<file path="src/rtl/uart_pkg.sv">
// Shared constants for the UART transmit arbiter: FSM encodings, byte width
// and the default launch watchdog length.
package uart_pkg;

    localparam int BYTE_W            = 8;
    localparam int START_TIMEOUT_DEF = 4;

    typedef logic [1:0] state_t;

    localparam state_t ST_IDLE   = 2'd0;
    localparam state_t ST_LAUNCH = 2'd1;
    localparam state_t ST_BUSY   = 2'd2;

endpackage

</file>
<file path="src/rtl/rr_picker.sv">
// Combinational round-robin select: first set request bit at or above rr_ptr,
// wrapping modulo N_REQ.
module rr_picker #(
    parameter  int N_REQ = 4,
    localparam int IDX_W = $clog2(N_REQ)
) (
    input  logic [N_REQ-1:0] req,
    input  logic [IDX_W-1:0] rr_ptr,
    output logic [IDX_W-1:0] winner,
    output logic             any_req
);

    int idx;

    // Scan offsets from farthest to nearest so the nearest pending requester wins.
    always_comb begin
        winner  = {IDX_W{1'b0}};
        any_req = 1'b0;
        idx     = 0;
        for (int k = N_REQ - 1; k >= 0; k--) begin
            idx = int'(rr_ptr) + k;
            if (idx >= N_REQ) begin
                idx = idx - N_REQ;
            end else begin
                idx = idx;
            end
            if (req[idx]) begin
                winner  = idx[IDX_W-1:0];
                any_req = 1'b1;
            end else begin
                any_req = any_req;
            end
        end
    end

endmodule

</file>
<file path="src/rtl/uart_tx_arbiter.sv">
// Round-robin owner of the shared UART transmitter: grants one requester,
// launches its byte, tracks the frame and aborts launches that never start.
module uart_tx_arbiter
    import uart_pkg::*;
#(
    parameter  int N_REQ         = 4,
    parameter  int START_TIMEOUT = START_TIMEOUT_DEF,
    localparam int IDX_W         = $clog2(N_REQ)
) (
    input  logic                    baud_clk,
    input  logic                    reset,
    input  logic [N_REQ-1:0]        req,
    input  logic [N_REQ*BYTE_W-1:0] req_data,
    output logic [N_REQ-1:0]        grant,
    output logic                    tx_send,
    output logic [BYTE_W-1:0]       tx_data,
    input  logic                    tx_active,
    input  logic                    tx_done,
    output logic                    busy,
    output logic [IDX_W-1:0]        owner,
    output logic                    frame_done,
    output logic                    err_timeout
);

    localparam int CNT_W = (START_TIMEOUT > 1) ? $clog2(START_TIMEOUT) : 1;

    state_t              state_q, state_d;
    logic [IDX_W-1:0]    rr_ptr_q, rr_ptr_d;
    logic [IDX_W-1:0]    owner_q, owner_d;
    logic [BYTE_W-1:0]   tx_data_q, tx_data_d;
    logic [N_REQ-1:0]    grant_q, grant_d;
    logic                tx_send_q, tx_send_d;
    logic                busy_q, busy_d;
    logic                frame_done_q, frame_done_d;
    logic                err_timeout_q, err_timeout_d;
    logic [CNT_W-1:0]    to_cnt_q, to_cnt_d;

    logic [IDX_W-1:0]    winner_s;
    logic                any_req_s;
    logic [IDX_W-1:0]    owner_inc_s;

    rr_picker #(.N_REQ(N_REQ)) u_picker (
        .req     (req),
        .rr_ptr  (rr_ptr_q),
        .winner  (winner_s),
        .any_req (any_req_s)
    );

    // Pointer value that hands priority to the requester after the current owner.
    always_comb begin
        if (owner_q == IDX_W'(N_REQ - 1)) begin
            owner_inc_s = {IDX_W{1'b0}};
        end else begin
            owner_inc_s = owner_q + IDX_W'(1);
        end
    end

    // Next-state logic: grant/capture in IDLE, watchdog in LAUNCH, completion in BUSY.
    always_comb begin
        state_d       = state_q;
        rr_ptr_d      = rr_ptr_q;
        owner_d       = owner_q;
        tx_data_d     = tx_data_q;
        grant_d       = {N_REQ{1'b0}};
        tx_send_d     = 1'b0;
        frame_done_d  = 1'b0;
        err_timeout_d = 1'b0;
        to_cnt_d      = to_cnt_q;
        case (state_q)
            ST_IDLE: begin
                if (any_req_s) begin
                    state_d   = ST_LAUNCH;
                    owner_d   = winner_s;
                    tx_data_d = req_data[winner_s*BYTE_W +: BYTE_W];
                    grant_d   = {{(N_REQ-1){1'b0}}, 1'b1} << winner_s;
                    tx_send_d = 1'b1;
                    to_cnt_d  = {CNT_W{1'b0}};
                end else begin
                    state_d = ST_IDLE;
                end
            end
            ST_LAUNCH: begin
                if (tx_active) begin
                    state_d = ST_BUSY;
                end else if (to_cnt_q == CNT_W'(START_TIMEOUT - 1)) begin
                    // Transmitter never picked the byte up: give the next requester a turn.
                    err_timeout_d = 1'b1;
                    rr_ptr_d      = owner_inc_s;
                    state_d       = ST_IDLE;
                end else begin
                    to_cnt_d  = to_cnt_q + CNT_W'(1);
                    tx_send_d = 1'b1;
                end
            end
            ST_BUSY: begin
                if (!tx_active && tx_done) begin
                    frame_done_d = 1'b1;
                    rr_ptr_d     = owner_inc_s;
                    state_d      = ST_IDLE;
                end else begin
                    state_d = ST_BUSY;
                end
            end
            default: begin
                state_d = ST_IDLE;
            end
        endcase
        busy_d = (state_d != ST_IDLE);
    end

    // State and output registers with synchronous reset.
    always_ff @(posedge baud_clk) begin
        if (reset) begin
            state_q       <= ST_IDLE;
            rr_ptr_q      <= {IDX_W{1'b0}};
            owner_q       <= {IDX_W{1'b0}};
            tx_data_q     <= {BYTE_W{1'b0}};
            grant_q       <= {N_REQ{1'b0}};
            tx_send_q     <= 1'b0;
            busy_q        <= 1'b0;
            frame_done_q  <= 1'b0;
            err_timeout_q <= 1'b0;
            to_cnt_q      <= {CNT_W{1'b0}};
        end else begin
            state_q       <= state_d;
            rr_ptr_q      <= rr_ptr_d;
            owner_q       <= owner_d;
            tx_data_q     <= tx_data_d;
            grant_q       <= grant_d;
            tx_send_q     <= tx_send_d;
            busy_q        <= busy_d;
            frame_done_q  <= frame_done_d;
            err_timeout_q <= err_timeout_d;
            to_cnt_q      <= to_cnt_d;
        end
    end

    assign grant       = grant_q;
    assign tx_send     = tx_send_q;
    assign tx_data     = tx_data_q;
    assign busy        = busy_q;
    assign owner       = owner_q;
    assign frame_done  = frame_done_q;
    assign err_timeout = err_timeout_q;

endmodule

</file>
<file path="config.mk">
export PLATFORM = sky130hd
export DESIGN_NAME = uart_tx_arbiter
export DESIGN_NICKNAME = d
export VERILOG_FILES = /design/src/rtl/uart_pkg.sv /design/src/rtl/rr_picker.sv /design/src/rtl/uart_tx_arbiter.sv
export SDC_FILE = /design/constraint.sdc
export NUM_CORES = 1
export LEC_CHECK = 0
export CAP_MARGIN = 10
export CORE_AREA = 2 2 71 53
export DETAILED_ROUTE_END_ITERATION = 16
export DIE_AREA = 0 0 73 55
export PLACE_DENSITY = 0.7
export SLEW_MARGIN = 25
export SYNTH_ARGS = -nofsm -noshare
export SYNTH_HDL_FRONTEND = slang
export SYNTH_SLANG_ARGS = --single-unit
</file>
<file path="constraint.sdc">
create_clock -name baud_clk -period 2.1 [get_ports baud_clk]
set_input_delay 0.525 -clock baud_clk [delete_from_list [all_inputs] [get_ports baud_clk]]
set_output_delay 0.525 -clock baud_clk [all_outputs]
set_load 0.03 [all_outputs]
</file>
# Word level (Yosys, flattened, before mapping)
# Cells that the tools add are included.
[totals] wordCells=98 out_inout_bits=18 inputBits=40 ff_bits=24
[op_classes] magnitude_cmp=8 add_sub_neg=9 n_bitwise=4 n_shift=2 n_eq_ne=9 n_reduce_logical=12 n_mux=44
[ops] operator="32-bit by 4-bit < comparator with 1-bit output (second input constant)" n=4
[ops] operator="32-bit 2-to-1 mux" n=4
[ops] operator="32-bit by 4-bit greater-or-equal comparator with 1-bit output (second input constant)" n=3
[ops] operator="32-bit by 4-bit subtractor with 32-bit output (second input constant)" n=3
[ops] operator="32-bit by 6-bit indexed part select with 8-bit output" n=1
[ops] operator="2-bit 2-to-1 mux" n=14
[ops] operator="1-bit 2-to-1 mux" n=18
[ops] operator="2-bit != test (second input constant)" n=5
[ops] operator="1-bit binary-select mux with 2-bit select" n=4
[ops] operator="2-bit one-hot mux with 2 select lines" n=2
[ops] operator="4-bit AND reduction" n=2
[ops] operator="2-bit by 2-bit adder with 3-bit output (second input constant)" n=2
[ops] operator="2-bit equality test (second input constant)" n=3
[ops] operator="2-bit one-hot mux with 3 select lines" n=1
[ops] operator="2-bit nonzero test" n=3
[ops] operator="3-bit OR reduction" n=2
[ops] operator="2-bit by 1-bit adder with 2-bit output (second input constant)" n=2
[ops] operator="1-bit inverter" n=4
[ops] operator="1-bit by 2-bit left shift with 4-bit output (first input constant)" n=1
[ops] operator="2-bit by 3-bit subtractor with 4-bit output (second input constant)" n=1
[ops] operator="2-bit by 1-bit adder with 3-bit output (second input constant)" n=1
[ops] operator="2-bit by 3-bit greater-or-equal comparator with 1-bit output (second input constant)" n=1
[ops] operator="2-bit by 1-bit equality test with 1-bit output (second input constant)" n=1
[ops] operator="2-bit zero test" n=1
[ops] operator="5 further kinds" n=5

# Depth between registers and ports, before layout
# Gate-level depths: netlist (run 1).
[logic_depth] word_depth=13 ltp_mapped=6 ltp_nobuf=6

# Hierarchy
# Synthesis (run 1) repeated with hierarchy kept, for this count alone.
[hier_totals] hier_cells=124 area_unflattened_um2=1305.0
[modules_own_cells] mod="uart_tx_arbiter" cells_per_inst=111 area_each_um2=1227.4 seq_area_each_um2=480.5 n_inst=1
[modules_own_cells] mod="rr_picker" cells_per_inst=13 area_each_um2=77.6 seq_area_each_um2=0.0 n_inst=1

# Worst setup path after synthesis (run 1)
# OpenSTA, ideal clock, no wires.
[synth_timing] path_type="input -> register" startpoint="input port req[0]" endpoint="register tx_data_q[0] (netlist: tx_data[0])" path_stages=6 n_path_buf=1 setup_ps=137 required_ps=1963 setup_slack_ps=479 t_arrival_ps=1484 path_cell_list="a21oi_1 o21ai_0 o2bb2a_1 buf_2 mux2i_1 o221ai_1"
[synth_via] elab_chain_len=8 elab_cells_between_ends=22 classes_between="shift: 1; mux: 20; reduce/logical: 1"
[synth_lines] item="start: declaration" line_no="uart_tx_arbiter.sv:12" rtl="input logic [N_REQ-1:0] req,"
[synth_lines] item="1-bit binary-select mux with 2-bit select" line_no="rr_picker.sv:27" rtl="if (req[idx]) begin"
[synth_lines] item="1-bit 2-to-1 mux (not written as such) (2 in series)" line_no="rr_picker.sv:27"
[synth_lines] item="2-bit 2-to-1 mux or 1-bit 2-to-1 mux (tied branches) (4 in series)" line_no="rr_picker.sv:27"
[synth_lines] item="32-bit by 6-bit indexed part select with 8-bit output or 2-bit AND reduction (tied branches)"
[synth_lines] item="end signal: assignment" line_no="uart_tx_arbiter.sv:117" rtl="tx_data_q <= {BYTE_W{1'b0}};"
[synth_lines] item="end signal: assignment" line_no="uart_tx_arbiter.sv:128" rtl="tx_data_q <= tx_data_d;"
[synth_lines] item="end: declaration" line_no="uart_tx_arbiter.sv:30" rtl="logic [BYTE_W-1:0] tx_data_q, tx_data_d;"
# Parallel ways exist; a longest one is shown, timed or not. The select of a mux whose other input is x is not followed.
# A chain may end at the register's enable or synchronous reset.

# Final worst setup path (run 1)
[layout_timing] startpoint="input port req[3]" endpoint="register tx_data_q[5] (netlist: tx_data[5])"
# The elaborated chain is that of the path after synthesis.

==> results.txt, run 1 <==
register bit total from synthesis - 24
Multi-input gate area - 609.3 µm²
fin cells - 225
clk buf depth - 2
TritonCTS clock tree - done
fraction of layout cells with a size suffix above 1 - 11.89%
placer congestion estimate - 0.7580
ant diodes - 0
endpoints failing setup - 0
area post-placement - 1834 µm²
worst slew pin tran - 0.3504 ns
GRT Total Usage - 14.73%
CP max stage delay - 0.54 ns
length of the first detailed-routing pass in iterations - 4
Place WS - -0.1904 ns
RSZ-0062 raised after global routing - no
DRC Markers - 0
Syn Nets - 159
Layout Skew - 0.003422 ns
FILL cells - 298
Net count, final - 228
register area - 480.5 µm²
final worst-path cycle share - 95.01%
clk sinks - 24
Syn Inst Count - 117
Overflow after GRT - 0
placed insts - 221
routed length per instance - 12.36 µm
Critical path buffers and inverters - 3
Initial DRC Count - 15
Chip Width - 73 µm
Port Buf Inserts - 57
Tmin final - 1.995 ns
Layout area overhead - 71.06%
Hold Path End - tx_data[3]
status - completed
Initial Util - 33.37%
mapped cell area - 1120 µm²
count of cell types in the netlist - 26
Sw Ratio - 26.31%
I/O pin cnt - 58
H-tree depth - 1
Peak VDD IR - 378.5 µV
antenna viol nets, final - 0
Req. time, crit path - 2.28 ns
critical path's most frequent cell - buf_4
WP data arrival - 2.18 ns
DP HPWL - 2276 µm
core area - 3356 µm²
PD cells - 681.7 nW/µm²
DIE HEIGHT - 55 µm
type of origin of the critical path - primary input
Yosys warning total - 0
Final Cell Area - 1916 µm²
Critical Path Slowest Stage Cell - clkdlybuf4s50_1
worst r2r dst - tx_data[5]
hold depth - 2
r2r startpoint - rr_ptr_q[1]
Post-Route WL - 2781 µm
vias in the first global route - 1051
clock power share - 30.4%
hold_sp - tx_data[3]
max-slew violation count - 0
highest clock rate - 0.5012 GHz
Hold/Removal Path Class - flop to flop
Worst Setup End Kind - flop
Vias/cell - 4.836
syn avg cell area - 9.571 µm²
Worst-path clk slew - 0.08 ns
Die ar. - 4015 µm²
crit-path cells - clkdlybuf4s50_1 > nor4_2 > buf_4 > nor3_4 > or3b_1 > buf_4 > o221ai_1
post-synthesis sequential area ratio - 42.91%
WHS - 0.4703 ns
via count - 1088
Root Buffer - clkbuf_8
cts bufs inserted - 3
family with the most delay on the worst path - buffers and inverters
net switching power - 0.0003436 W
R2R depth - 6
CP max FO - 10
largest net degree at the start of global routing - 15
Comb pwr share - 29.4%
MaxCap Viol Count - 0
Cell Int Power - 0.0009622 W
Hold Vio Cnt, Final - 0
setup ws final - 0.1048 ns
flop2flop setup slack - 0.44 ns
Slew headroom - 76.61%
row count - 18
sequential power share - 40.2%
Pleak - 0.7416 nW
first-pass GRT wire length - 4416 µm
initial antenna violation count - 0
Skew-Pair Late Insertion Delay - 0.27 ns
WS Path Type - primary input to flop
[layer usage]
metal / GRT usage, % / vias up / wire, µm
met1: 16.79 / 499 / 1233
met3: 4.348 / 5 / 150
met2: 25.23 / 30 / 1341
li1: - / 554 / -
met4: 8.333 / 0 / 55
met5: 0 / - / 0
[registers in the layout, indices dropped and copies added, names as in the netlist, 2 cells and up]
name      flops
grant         4
owner         2
rr_ptr_q      2
state_q       2
to_cnt_q      2
tx_data       8
[kinds of logic after synthesis]
kind of cell               after synthesis  synth area share [%]
buffers and inverters                    9                 3.575
xor gates and xnor gates                 1                0.7823
adders and majority gates                2                 2.234
DFF                                     24                 42.90
muxes                                   21                 18.77
AOI/OAI and AO/OA                       19                 11.96
and+or+nand+nor                         41                 19.78
[Yosys cell counts]
cell / count / share of area, %
nor2_1: 15 / 5.0
nand3b_1: 3 / 2.0
mux2i_1: 21 / 19
inv_1: 3 / 1.0
clkbuf_1: 1 / 0.33
or2_1: 1 / 0.56
o2bb2a_1: 1 / 0.89
nor4_2: 1 / 1.1
nor3_4: 1 / 1.5
xor2_1: 1 / 0.78
o21ai_0: 1 / 0.45
nor3b_1: 2 / 1.3
a311oi_1: 1 / 0.78
nand4b_1: 1 / 0.78
nor3_1: 2 / 0.89
ha_1: 2 / 2.2
a21oi_1: 8 / 3.6
nor2b_1: 2 / 1.1
clkbuf_2: 1 / 0.45
or3b_1: 1 / 0.78
nand2b_1: 2 / 1.1
dfxtp_1: 24 / 43
or2_2: 1 / 0.56
buf_2: 4 / 1.8
o221ai_1: 8 / 6.3
nand2_1: 9 / 3.0
[worst reg2reg max path, delay by kind of cell, from the launching register on]
kind / cells / cell delay (ns)
flops: 1 / 0.45
compound gates: 2 / 0.45
mux: 1 / 0.23
simple gates: 2 / 0.23
buf+inv: 1 / 0.17
[layout by cell type (no fill, tap or decap), types with 2 or more instances in the layout]
master and count:
o221ai_1 8, mux2i_1 21, nand2b_1 2, nand3b_1 3
buf_12 2, nor2b_1 2, nand2_1 9, inv_1 3
a21oi_1 7, ha_1 2, nor3b_1 2, clkdlybuf4s50_1 57
clkbuf_8 3, dfxtp_1 24, nor3_1 2, buf_4 11
nor2_1 15
[metrics by stage]
step	util [%]	power [W]	setup TNS, ns
finish	57.08	0.001306	0
floorplan	-	0.0007184	0
global placement	54.66	0.0009095	-0.6959
CTS	56.79	0.001317	0
detailed placement	54.66	0.0009194	-1.467
global route	57.08	0.001369	0
[how the worst max path moves through the flow]
stage / startpoint / end / slack, ns / cells after the start
floorplan: req[0] / tx_data[0] / 0.48 / 6
global placement: req[2] / tx_data[7] / -0.1 / 7
detailed placement: req[0] / tx_data[5] / -0.19 / 7
CTS: req[0] / tx_data[5] / 0.1 / 7
global route: req[2] / tx_data[3] / 0.02 / 7
finish: req[3] / tx_data[5] / 0.10 / 7
[final cells by class]
class                           count  area share (%)
Clock buffer                        3           2.155
Clock inverter                      1           1.568
Inverter                            3          0.5879
Multi-Input combinational cell     84           31.81
Sequential cell                    24           25.08
Tap cell                           40           2.613
Timing Repair Buffer               70           36.19
[timing repair]
action	4_1_cts	5_1_grt
hold buffers	0	0
resized for setup	0	2
setup buffers	0	0
endpoints found under the setup margin	0	7
[power groups by stage]
stage               registers [W]  clock network [W]  logic [W]
finish                   0.000525           0.000397   0.000384
global route             0.000531           0.000426   0.000411
CTS                      0.000525           0.000408   0.000385
detailed placement       0.000535                  0   0.000385
global placement         0.000536                  0   0.000373
floorplan                0.000591                  0   0.000128
No activity file was read; power rests on OpenSTA's default activity.
==> run 2, diff against run 1 <==
Settings changed: CORE_AREA 2 2 71 53 to 2 2 77 49, DIE_AREA 0 0 73 55 to 0 0 79 51, PLACE_DENSITY 0.7 to 0.71.
==> run 2 against run 1 <==
Combinational power about the same. Die area up 0.35%. Core utilization shrank 1.9 points. Sequential share of layout area up 0.20 points. Global-route usage rose by 0.99 points. Largest cell class unchanged. Via count up 2.5%.
==> results.txt, run 2 (synthesized netlist as in run 1, its figures left out) <==
core area - 3446 µm²
crit-path cells - clkdlybuf4s50_1 > a21oi_1 > o21ai_0 > o2bb2a_2 > buf_12 > mux2i_2 > o221ai_1
clk buf depth - 2
Vias/cell - 4.890
Critical path buffers and inverters - 2
# hold bufs at CTS - 0
Chip Width - 79 µm
Port Buf Inserts - 57
max-slew violation count - 0
family with the most delay on the worst path - buffers and inverters
met1 usage - 17.46%
Skew-Pair Late Insertion Delay - 0.26 ns
Final Core Density - 55.16%
placer congestion estimate - 0.8942
H-tree depth - 1
CP max stage delay - 0.52 ns
MaxCap Viol Count - 0
WP data arrival - 2.10 ns
Tmin final - 1.955 ns
largest net degree at the start of global routing - 17
GRT busiest layer - met2
routed length per instance - 12.94 µm
total power draw - 0.001307 W
first-pass GRT wire length - 4954 µm
DRC Markers - 0
clk sinks - 24
status - completed
CP max FO - 16
Overflow after GRT - 0
Root Buffer - clkbuf_8
TritonCTS clock tree - done
max reg flops - 8
cts bufs inserted - 3
fraction of layout cells with a size suffix above 1 - 11.05%
Worst-path clk slew - 0.08 ns
antenna viol nets, final - 0
Die ar. - 4029 µm²
PD cells - 687.9 nW/µm²
ant diodes - 0
met2 Resource Use GR - 28.81%
Hold Vio Cnt, Final - 0
WHS - 0.4779 ns
R2R depth - 6
endpoints failing setup - 0
FILL cells - 299
RSZ-0062 raised after global routing - no
Initial Util - 32.50%
Critical Path Slowest Stage Cell - clkdlybuf4s50_1
Pleak - 0.7315 nW
commonest non-fill, non-tap cell in the layout - clkdlybuf4s50_1
initial antenna violation count - 0
DP HPWL - 2287 µm
Slew headroom - 76.12%
Net count, final - 224
Hold/Removal Path Class - flop to flop
Initial DRC Count - 62
WS Path Type - primary input to flop
DIE HEIGHT - 51 µm
type of origin of the critical path - primary input
worst slew pin tran - 0.3577 ns
hold depth - 2
Post-Route WL - 2951 µm
final worst-path cycle share - 93.11%
Req. time, crit path - 2.24 ns
vias in the first global route - 1122
commonest cells after routing, fill and taps aside - clkdlybuf4s50_1, dfxtp_1, mux2i_1, nor2_1, nand2_1
Layout Skew - 0.003046 ns
met3 Usage GRT - 5.477%
row count - 17
Critical Path Stages - 7
Layout area overhead - 69.72%
via count - 1115
highest clock rate - 0.5114 GHz
length of the first detailed-routing pass in iterations - 4
Worst Setup End Kind - flop
GRT Total Usage - 15.72%
I/O pin cnt - 58
Peak VDD IR - 348.4 µV
==> run 2: changes by cell type in the layout (fill, tap and decap cells not counted) <==
cell / previous run / this run
mux2i_2: 0 / 1
or3b_4: 0 / 1
mux2i_1: 21 / 20
a21oi_2: 1 / 0
o2bb2a_1: 1 / 0
a21oi_1: 7 / 8
or3b_1: 1 / 0
o2bb2a_2: 0 / 1
buf_4: 11 / 7
clkdlybuf4s50_1: 57 / 56
dlymetal6s2s_1: 0 / 1
==> run 2: layout make-up <==
class | count | area (µm²) | share of cell area [%]
clock inverter | 1 | 30.03 | 1.580
sequential | 24 | 480.5 | 25.28
clock buffer | 3 | 41.29 | 2.172
timing repair buffer | 66 | 665.6 | 35.02
multi-input combinational | 84 | 613.1 | 32.26
inverter | 3 | 11.26 | 0.5925
tap | 47 | 58.81 | 3.094
==> run 2: path summary, 6_finish.rpt <==
path                             startpoint    endpoint  slack (ns)
worst min-delay path             tx_data[7]  tx_data[7]        0.48
worst min register to register   tx_data[7]  tx_data[7]        0.48
worst max register to register  rr_ptr_q[1]  tx_data[7]        0.43
worst max-delay path                 req[1]  tx_data[7]        0.14
==> run 2: timing repair <==
item                       4_1_cts  5_1_grt
buffers inserted                 0        0
resized for setup                2        3
setup endpoints to repair        8        7
pin swaps                        0        1
==> run 2: per-layer routing <==
layer / vias to the layer above / share of wire, %
met4: 0 / 1.5
met5: - / 0
met2: 42 / 47
met3: 4 / 7.9
li1: 544 / -
met1: 525 / 43
==> run 2: metrics by stage <==
step           cell area [µm²]  std cells  setup WS [ns]  setup TNS, ns
3_3_place_gp              1813        224        -0.1364         -1.304
6_report                  1901        228         0.1446              0
5_1_grt                   1901        228        0.01756              0
3_5_place_dp              1813        224        -0.3246         -3.314
2_1_floorplan             1120        117         0.4794              0
4_1_cts                   1893        228        0.03970              0
==> run 2: tightest hold or removal path: stages, from the launching register on <==
cell	delay [ns]
dfxtp_1	0.33
nand2_1	0.05
o221ai_1	0.06
==> run 2: report_power, final <==
part	leakage (nW)	switching (W)	total (W)	internal, W
sequential	0.197	0.0000307	0.000527	0.000496
clock	0.0357	0.000145	0.000399	0.000255
combinational	0.499	0.000173	0.000381	0.000208
total	0.732	0.000349	0.00131	0.000959
==> run 3, diff against run 2 <==
Settings changed: CORE_AREA 2 2 77 49 to 8 8 83 55, DIE_AREA 0 0 79 51 to 0 0 91 63.
==> run 3 against run 2 <==
Sequential power hardly changed. First-iteration DRC count shrank 40%. Fmax rose by 0.81%. Cell count shrank 0.44%. Critical path type unchanged.
==> results.txt, run 3 (synthesized netlist as in run 1, its figures left out) <==
WP data arrival - 2.13 ns
largest net degree at the start of global routing - 21
placer congestion estimate - 0.8073
crit-path cells - clkdlybuf4s50_1 > nor4_2 > buf_4 > nor3_4 > or3b_4 > o221ai_1
WHS - 0.4668 ns
clk sinks - 24
Peak VDD IR - 375.5 µV
Skew-Pair Late Insertion Delay - 0.27 ns
max-slew violation count - 0
I/O pin cnt - 58
TritonCTS clock tree - done
Hold/Removal Path Class - flop to flop
family with the most delay on the worst path - buffers and inverters
antenna viol nets, final - 0
cts bufs inserted - 3
Req. time, crit path - 2.29 ns
Die ar. - 5733 µm²
via count - 1086
core area - 3446 µm²
Vias/cell - 4.784
Net count, final - 223
area post-placement - 1793 µm²
Layout Skew - 0.001331 ns
Port Buf Inserts - 57
commonest cells after routing, fill and taps aside - clkdlybuf4s50_1, dfxtp_1, mux2i_1, nor2_1, nand2_1
length of the first detailed-routing pass in iterations - 4
first-pass GRT wire length - 5057 µm
# hold bufs at CTS - 0
Slew headroom - 77.02%
row count - 17
commonest non-fill, non-tap cell in the layout - clkdlybuf4s50_1
CP max stage delay - 0.56 ns
Hold Vio Cnt, Final - 0
Layout area overhead - 67.49%
Worst-path clk slew - 0.08 ns
fin cells - 227
CP max FO - 10
Final Cell Area - 1876 µm²
Initial DRC Count - 37
FILL cells - 320
final worst-path cycle share - 92.36%
placed insts - 223
type of origin of the critical path - primary input
Initial Util - 32.50%
PD cells - 694.5 nW/µm²
ant diodes - 0
Critical path buffers and inverters - 2
Overflow after GRT - 0
MaxCap Viol Count - 0
DRC Markers - 0
highest clock rate - 0.5156 GHz
max reg flops - 8
initial antenna violation count - 0
Root Buffer - clkbuf_8
RSZ-0062 raised after global routing - no
clk buf depth - 2
Tmin final - 1.940 ns
Setup TNS - 0 ns
Critical Path Slowest Stage Cell - clkdlybuf4s50_1
WS Path Type - primary input to flop
Pleak - 0.7201 nW
DIE HEIGHT - 63 µm
routed length per instance - 14.67 µm
GRT Total Usage - 10.85%
Chip Width - 91 µm
Final Core Density - 54.43%
H-tree depth - 1
Post-Route WL - 3329 µm
fraction of layout cells with a size suffix above 1 - 9.444%
worst slew pin tran - 0.3442 ns
endpoints failing setup - 0
status - completed
DP HPWL - 2670 µm
Worst Setup End Kind - flop
vias in the first global route - 1073
[run 3: changes by cell type in the layout (fill, tap and decap cells not counted), sizes merged]
cell | before | now
buf | 9 | 8
[run 3: worst paths after layout]
kind / endpoint / slack, ns / from / cells after the start
worst max-delay path: tx_data[7] / 0.16 / req[2] / 6
worst min-delay path: tx_data[2] / 0.47 / tx_data[2] / 2
worst max register to register: tx_data[7] / 0.45 / rr_ptr_q[1] / 6
worst min register to register: tx_data[2] / 0.47 / tx_data[2] / 2
[run 3: tightest hold or removal path, cell delays in order, from the launching register on]
cell and delay (ns):
dfxtp_1 0.33, nand2_1 0.05, o221ai_1 0.06
[run 3: final cells by class]
type / count / area (µm²) / area share, %
sequential: 24 / 480.5 / 25.62
inverter: 3 / 11.26 / 0.6004
clock buffer: 3 / 41.29 / 2.201
timing repair buffer: 65 / 645.6 / 34.42
tap: 47 / 58.81 / 3.135
multi-input combinational: 84 / 608.1 / 32.42
clock inverter: 1 / 30.03 / 1.601
[run 3: timing repair]
| action | 4_1_cts | 5_1_grt |
|---|---|---|
| buffers inserted | 0 | 0 |
| setup endpoints to repair | 0 | 8 |
| resized for setup | 0 | 3 |
[run 3: report_power, final]
part	internal (W)	switching, W
clock	0.000255	0.000147
combinational	0.000200	0.000173
sequential	0.000496	0.0000312
total	0.000951	0.000352
[run 3: routing by layer]
metal | vias to the layer above | GRT usage (%) | share of wire, %
met5 | - | 0 | 0
met4 | 0 | 3.651 | 1.1
met3 | 5 | 3.837 | 6.3
met2 | 41 | 17.66 | 44
met1 | 498 | 12.93 | 49
li1 | 542 | - | -
[run 3: per-stage QoR]
stage | setup slack, ns | power (W)
floorplan | 0.4794 | 0.0007184
global placement | -0.1460 | 0.0008983
detailed placement | -0.2363 | 0.0009076
CTS | 0.04899 | 0.001312
global route | 0.1087 | 0.001361
finish | 0.1604 | 0.001303
